## src/rtl/async_mem_initiator.sv

```systemverilog
// Requester side of the phased async_mem port.
// Core-side requests are buffered in a small FIFO. Each request is issued to
// async_mem in an access window that opens when the phase counter matches
// ISSUE_PHASE. The window commits (write strobe / rdata capture) on the edge
// that ends the COMPLETE_PHASE cycle. Only one access is outstanding at a time,
// and responses return strictly in request order.
//
// Handshake semantics (both ports): a transfer happens on a rising clk edge
// where valid && ready are both 1. A source holds valid and its payload stable
// until that transfer. req_ready depends only on FIFO occupancy and rst, never
// on req_valid. resp_rdata is held while resp_valid && !resp_ready.
module async_mem_initiator #(
  parameter int          FIFO_DEPTH     = 2,
  parameter logic [1:0]  ISSUE_PHASE    = 2'd0,
  parameter logic [1:0]  COMPLETE_PHASE = 2'd3
) (
  input  logic        clk,
  input  logic        rst,
  input  logic [1:0]  counter,
  input  logic        req_valid,
  output logic        req_ready,
  input  logic        req_write,
  input  logic [7:0]  req_addr,
  input  logic [31:0] req_wdata,
  output logic        resp_valid,
  input  logic        resp_ready,
  output logic [31:0] resp_rdata,
  output logic [7:0]  raddr,
  input  logic [31:0] rdata,
  output logic [7:0]  waddr,
  output logic        write,
  output logic [31:0] wdata
);

  localparam int PTR_W   = (FIFO_DEPTH > 1) ? $clog2(FIFO_DEPTH) : 1;
  localparam int CNT_W   = PTR_W + 1;
  localparam int ENTRY_W = 1 + 8 + 32;

  typedef enum logic [1:0] {
    IDLE   = 2'd0,
    ALIGN  = 2'd1,
    ACCESS = 2'd2,
    RESP   = 2'd3
  } state_t;

  state_t state;

  // Request FIFO: entry layout is {write, addr, wdata}.
  logic [ENTRY_W-1:0] fifo_mem [FIFO_DEPTH];
  logic [PTR_W-1:0]   wr_ptr;
  logic [PTR_W-1:0]   rd_ptr;
  logic [CNT_W-1:0]   count;
  logic               full;
  logic               empty;
  logic               push;
  logic               pop;
  logic [ENTRY_W-1:0] head;

  // Request currently being issued to memory.
  logic        cur_write;
  logic [7:0]  cur_addr;
  logic [31:0] cur_wdata;

  assign full      = (count == CNT_W'(FIFO_DEPTH));
  assign empty     = (count == '0);
  // A full FIFO refuses a push even if the head pops in the same cycle.
  assign req_ready = !full && !rst;
  assign push      = req_valid && req_ready;
  assign pop       = (state == IDLE) && !empty;
  assign head      = fifo_mem[rd_ptr];

  // FIFO storage: payload only, no reset needed since count guards it.
  always_ff @(posedge clk) begin
    if (push) begin
      fifo_mem[wr_ptr] <= {req_write, req_addr, req_wdata};
    end
  end

  // FIFO pointers and occupancy; pointers wrap naturally (depth is a power of 2).
  always_ff @(posedge clk) begin
    if (rst) begin
      wr_ptr <= '0;
      rd_ptr <= '0;
      count  <= '0;
    end else begin
      if (push) wr_ptr <= wr_ptr + 1'b1;
      if (pop)  rd_ptr <= rd_ptr + 1'b1;
      case ({push, pop})
        2'b10:   count <= count + 1'b1;
        2'b01:   count <= count - 1'b1;
        default: count <= count;
      endcase
    end
  end

  // Access sequencer: pop, wait for the issue phase, run the window, hand back the response.
  always_ff @(posedge clk) begin
    if (rst) begin
      state      <= IDLE;
      cur_write  <= 1'b0;
      cur_addr   <= '0;
      cur_wdata  <= '0;
      resp_valid <= 1'b0;
      resp_rdata <= '0;
    end else begin
      case (state)
        IDLE: begin
          if (!empty) begin
            {cur_write, cur_addr, cur_wdata} <= head;
            state <= ALIGN;
          end
        end
        ALIGN: begin
          if (counter == ISSUE_PHASE) state <= ACCESS;
        end
        ACCESS: begin
          if (counter == COMPLETE_PHASE) begin
            resp_rdata <= cur_write ? 32'd0 : rdata;
            resp_valid <= 1'b1;
            state      <= RESP;
          end
        end
        RESP: begin
          if (resp_ready) begin
            resp_valid <= 1'b0;
            state      <= IDLE;
          end
        end
        default: state <= IDLE;
      endcase
    end
  end

  // Memory-side address/data simply reflect the current request register.
  assign raddr = cur_addr;
  assign waddr = cur_addr;
  assign wdata = cur_wdata;
  // One-cycle strobe in the commit cycle; dropped immediately by reset.
  assign write = !rst && cur_write && (state == ACCESS) && (counter == COMPLETE_PHASE);

endmodule

```

## config.mk

```make
export PLATFORM = sky130hd
export DESIGN_NAME = async_mem_initiator
export DESIGN_NICKNAME = d
export VERILOG_FILES = /design/src/rtl/async_mem_initiator.sv
export SDC_FILE = /design/constraint.sdc
export NUM_CORES = 1
export LEC_CHECK = 0
export CORE_MARGIN = 5
export CORE_UTILIZATION = 54
export CTS_BUF_LIST = sky130_fd_sc_hd__clkbuf_8
export DETAILED_ROUTE_END_ITERATION = 16
export PLACE_DENSITY = 0.95
export SETUP_SLACK_MARGIN = 0.4
export SLEW_MARGIN = 30
export SYNTH_ARGS = -nofsm -noshare
export SYNTH_HDL_FRONTEND = slang
export SYNTH_SLANG_ARGS = --single-unit
```

## constraint.sdc

```tcl
create_clock -name clk -period 4.4 [get_ports clk]
set_clock_uncertainty 0.05 [all_clocks]
set_input_delay 0.44 -clock clk [delete_from_list [all_inputs] [get_ports clk]]
set_output_delay 0.44 -clock clk [all_outputs]
set_load 0.05 [all_outputs]
```

* After elaboration in Yosys (flattened, before gate mapping)
Memory sizes are Yosys's and may differ from the RTL's. A register that Yosys moved wholly into a read port is not among the register bits.
Cells that the tools add are included.
** Storage, ports and cells
- Bits in writable memories :: 82
- Register bits :: 39
- Output and inout port bits :: 83
- Word-level logic and storage cells :: 53
- Memories :: 1
- Input bits :: 79
** Cells by class
- Muxes and demuxes :: 12
- Equality and inequality tests :: 11
- Add/subtract/negate cells :: 4
- Bitwise gates (word level) :: 1
- Reductions and logical operators :: 18
** Memories
- fifo_mem :: depth 2, bits a word 41, rd ports 1, clocked after memory_dff 1, wr ports 1, RTL line 49 : logic [ENTRY_W-1:0] fifo_mem [FIFO_DEPTH];
** Operators with widths (count)
- 32-bit two-way mux :: 1
- 2-bit equality test (second input constant) :: 5
- 2-bit two-way mux :: 4
- 2-bit != test (second input constant) :: 4
- 2-bit case mux with 4 select lines :: 1
- 1-bit logical AND :: 6
- 2-bit zero test :: 3
- 2-bit by 1-bit equality test with 1-bit output (second input constant) :: 2
- 1-bit two-way mux :: 4
- 2-bit case mux with 2 select lines :: 1
- 2-bit AND reduction :: 2
- 4-bit AND reduction :: 1
- 2-bit nonzero test :: 2
- 1-bit zero test :: 3
- 3-bit AND reduction :: 1
- 1-bit adder (second input constant) :: 2
- 2-bit by 1-bit adder with 2-bit output (second input constant) :: 1
- 1-bit case mux with 2 select lines :: 1
- 2-bit by 1-bit subtractor with 2-bit output (second input constant) :: 1
- 1-bit inverter :: 1

* Depth between registers and ports, before layout
- Depth after elaboration :: 6
- Mapped depth :: 9
- Gate-level depth less buffers :: 7

* Least setup slack after synthesis
Ideal clock, no wire load.
- Path kind :: input-to-reg
- Start point :: input rst
- End point :: memory fifo_mem[1][0] (netlist name) (enable)
- Path slack :: 1.502 ns
- Arrival :: 2.446 ns
- Stages on the path :: 3
- Buffers on the path :: 1
- Required time :: 3.947 ns
- Library setup time :: 0.403 ns
- Cells stage by stage :: buf_2 -> nor2_1 -> and3_1
** Between the ends
- Cells in the longest elaborated chain, start to end :: 5
** RTL lines
- from (decl) :: RTL line 18 : input logic rst,
- 1-bit zero test :: RTL line 67 : assign req_ready = !full && !rst;
- 1-bit logical AND :: RTL line 67
- named net req_ready :: RTL line 21 : output logic req_ready,
- 1-bit logical AND :: RTL line 68 : assign push = req_valid && req_ready;
- 1-bit two-way mux :: RTL line 74 : if (push) begin
- 1-bit two-way mux (not written as such) :: RTL line 75 : fifo_mem[wr_ptr] <= {req_write, req_addr, req_wdata};
- to (decl) :: RTL line 49
The timed path passes the listed nets, and every way through them passes these cells.

* Worst setup path after layout
- Start point :: register state[0]
- End point :: output write
** Between the ends
- Cells in the longest elaborated chain, start to end :: 3
** RTL lines
- from (decl) :: RTL line 46 : state_t state;
- from (signal assigned) :: RTL line 99 : state <= IDLE;
- from (signal assigned) :: RTL line 110 : state <= ALIGN;
- from (signal assigned) :: RTL line 114 : if (counter == ISSUE_PHASE) state <= ACCESS;
- 2-bit equality test :: RTL line 139 : assign write = !rst && cur_write && (state == ACCESS) && (counter == COMPLETE_PHASE);
- 1-bit logical AND (2 in a row) :: RTL line 139
- to (decl) :: RTL line 31 : output logic write,
Every way passes these cells.

==> impl_results.md <==
* Synth Instances at 465
* Number of global-route vias before repair at between 4000 and 5000
* Detailed Routing Iterations Pass 1 at 4
* Placer Congestion at 0.8788
* Register share of total power at 39.0%
* Total wire length at 13490 µm
* Worst-Skew Late Latency at 0.45 ns
* Root Driver: clkbuf_8
* First-pass GRT wire length at 20930 µm
* Postcts setup bufs at 0
* DRT iter0 DRCs at 424
* Dominant cell type by area after synthesis: edfxtp_1
* Final cell count without fillers at 762
* Synth Warn # at 0
* I/O Pins at 162
* CP arrival at 2.68 ns
* M2 GR Usage at 33.87%
* CTS-repair resized insts at 0
* Hold crit path type: reg -> reg
* Diodes inserted at 0
* Pwr Density at 672.4 nW/µm²
* Maxcap violations at 0
* Reg clk slew, reported paths at around 0.080 ns
* Post-synth ARST share at 0%
* Setup_tns at 0 ns
* Drt wl/cell at 17.70 µm
* Final ANT Viol Nets at 0
* Worst slew margin at 46.93%
* Average size of a mapped cell at around 13 µm²
* Hold Fails Final Rpt at 0
* Crit. End Element: primary output
* Setup violations, final at 0
* Top cells by area, synth: edfxtp_1, dfxtp_1, mux2i_1
* Largest net degree at the start of global routing at 49
* Synth cell types at 30
* Clk buf depth at 2
* Period minus WS final at 3.166 ns
* Site Rows at 38
* DR DRC count at 0
* Layout cell share with drive strength beyond 1 at 7.395%
* Run status: completed
* Worst Reg2Reg Path Length in Cells at 6
* Min-delay src: resp_rdata[24]
* Tightest Pin Transition at 0.7961 ns
* Area Growth Syn to Fin at 32.17%
* Switching fraction of total power at 41.55%
* Clock power frac at 18.1%
* Max VDD drop at 0.0005357 V
* Met1 Usage GRT at 25.04%
* Sequential share of the synthesized area at just under 70%
* Slew Limit Fails at 0
* Internal power at between 3 and 4 mW
* Worst r2r src: state[1]
* Die H at 115.7 µm
* Crit Path Class: reg -> out
* Comb pwr share at 42.9%
* Core area at about 11000 µm²
* CTS Sinks at approximately 160
* Total gr overflow at 0
* P_leak at 2.613 nW
* Met3 usage at 7.363%
* Post-CTS Hold Buffers at 0
* DPL Wire Length at 9294 µm
* P_sw at around 2.2 mW
* Die width at between 100 and 150 µm
* RSZ-0062 raised after global routing: no
* Crit path launch type: flop
* R2R setup slack at 2.03 ns
* CTS tree: built
* Detailed-route vias per instance at 5.444
* Fill count at between 600 and 700
* H-tree depth reported by CTS at 4
* Hold path depth at 2
* Syn nets at 549
* Crit Reg-Reg Endpoint: wdata[18]
* Commonest non-fill, non-tap cell in the layout: clkdlybuf4s50_1
* Flops & latches, synth at 162
* Initial antenna violation count at 0
* Synthesized area at 6032 µm²
* Top_reg_cell synth: edfxtp_1
* Via count at 4148
* Period utilization at around 72%
* Max Clk Rate at 315.8 MHz
* Port buffer count at 161
* Initial core utilization at 55.40%
* Cts bufs inserted at 17
* Post-synth top area share at 40.82%
* WHS Endpoint: resp_rdata[24]
* Critical Path RT at 3.91 ns
* Cells after DPL at 730
* Most frequent cells in the layout: clkdlybuf4s50_1, edfxtp_1, dfxtp_1
* NumNets Final at 693
* Crit path max fanout at 33
* GRT busiest layer: met2
* EDFF count, synth at 82
* Die area at 13380 µm²
* GRT Resource Usage Total at 20.48%
-- stage by stage --
step / area, µm² / util, % / setup slack [ns] / power (mW) / hold WS, ns
after floorplan: 6032 / - / 1.502 / 3.771 / 0.4017
after global placement: 7610 / 69.89 / 1.475 / 4.336 / 0.3876
after detailed placement: 7615 / 69.94 / 1.424 / 4.418 / 0.3940
after CTS: 7969 / 73.19 / 1.219 / 5.400 / 0.4050
after global routing: 7973 / 73.22 / 1.064 / 5.617 / 0.4207
final: 7973 / 73.22 / 1.234 / 5.361 / 0.3998
-- worst max-delay path by stage --
stage                          end  slack, ns  depth (start not counted)        from
finish                       write       1.23                          6    state[0]
floorplan           fifo_mem[1][0]       1.50                          3         rst
detailed placement           write       1.42                          5  counter[0]
global placement             write       1.47                          5  counter[0]
global route                 write       1.06                          6    state[0]
CTS                          write       1.22                          6    state[0]
-- worst max-delay path, stage by stage (launching register included) --
cell	delay, ns
dfxtp_1	0.35
inv_1	0.09
ha_1	0.29
and3_1	0.19
buf_4	0.30
and3_1	0.20
clkdlybuf4s50_1	0.80
-- kinds of logic (layout without fill, tap and decap cells) --
group,count (synthesis),count (layout),share of synthesized area (%)
flops,162,162,67.37
simple gates,122,122,10.02
compound gates,84,84,9.625
buf+inv,46,203,4.377
mux,43,43,7.135
fa+ha+maj,5,5,1.037
xor+xnor,3,3,0.4357
-- routing by layer --
layer / up-vias / routed length (µm)
met4: 0 / 218
met3: 21 / 1400
li1: 1958 / -
met2: 192 / 6479
met1: 1977 / 5386
met5: - / 0
-- Yosys cell counts (3+ instances only) --
master,number
inv_1,5
mux2i_1,43
nand3b_1,32
clkbuf_1,9
and3_1,3
ha_1,5
buf_1,4
a21oi_1,35
clkbuf_4,4
a211oi_1,38
buf_4,11
nor2_1,44
buf_6,3
buf_2,10
a211oi_2,4
dfxtp_1,80
nand2_1,36
edfxtp_1,82
-- layout make-up --
cell class	count	area [µm²]	area share (%)
Sequential cell	162	4065	50.99
Multi-Input combinational cell	257	1715	21.52
Timing Repair Buffer	166	1644	20.62
Clock buffer	17	234.0	2.935
Tap cell	140	175.2	2.197
Clock inverter	15	120.1	1.507
Inverter	5	18.77	0.2354
-- state kept, by name, indices dropped and copies added (netlist names) --
signal	cells
state	2
fifo_mem	82
count	2
wdata	32
resp_rdata	32
raddr	8
resp_valid	1
rd_ptr	1
wr_ptr	1
cur_write	1
-- power by group through the flow --
stage	sequential [mW]	clock (mW)	combinational [mW]
global route	2.13	1.06	2.43
detailed placement	2.11	0	2.31
CTS	2.09	0.989	2.32
finish	2.09	0.970	2.30
floorplan	2.75	0	1.03
global placement	2.10	0	2.24
Power figures use the tool's default switching activity.
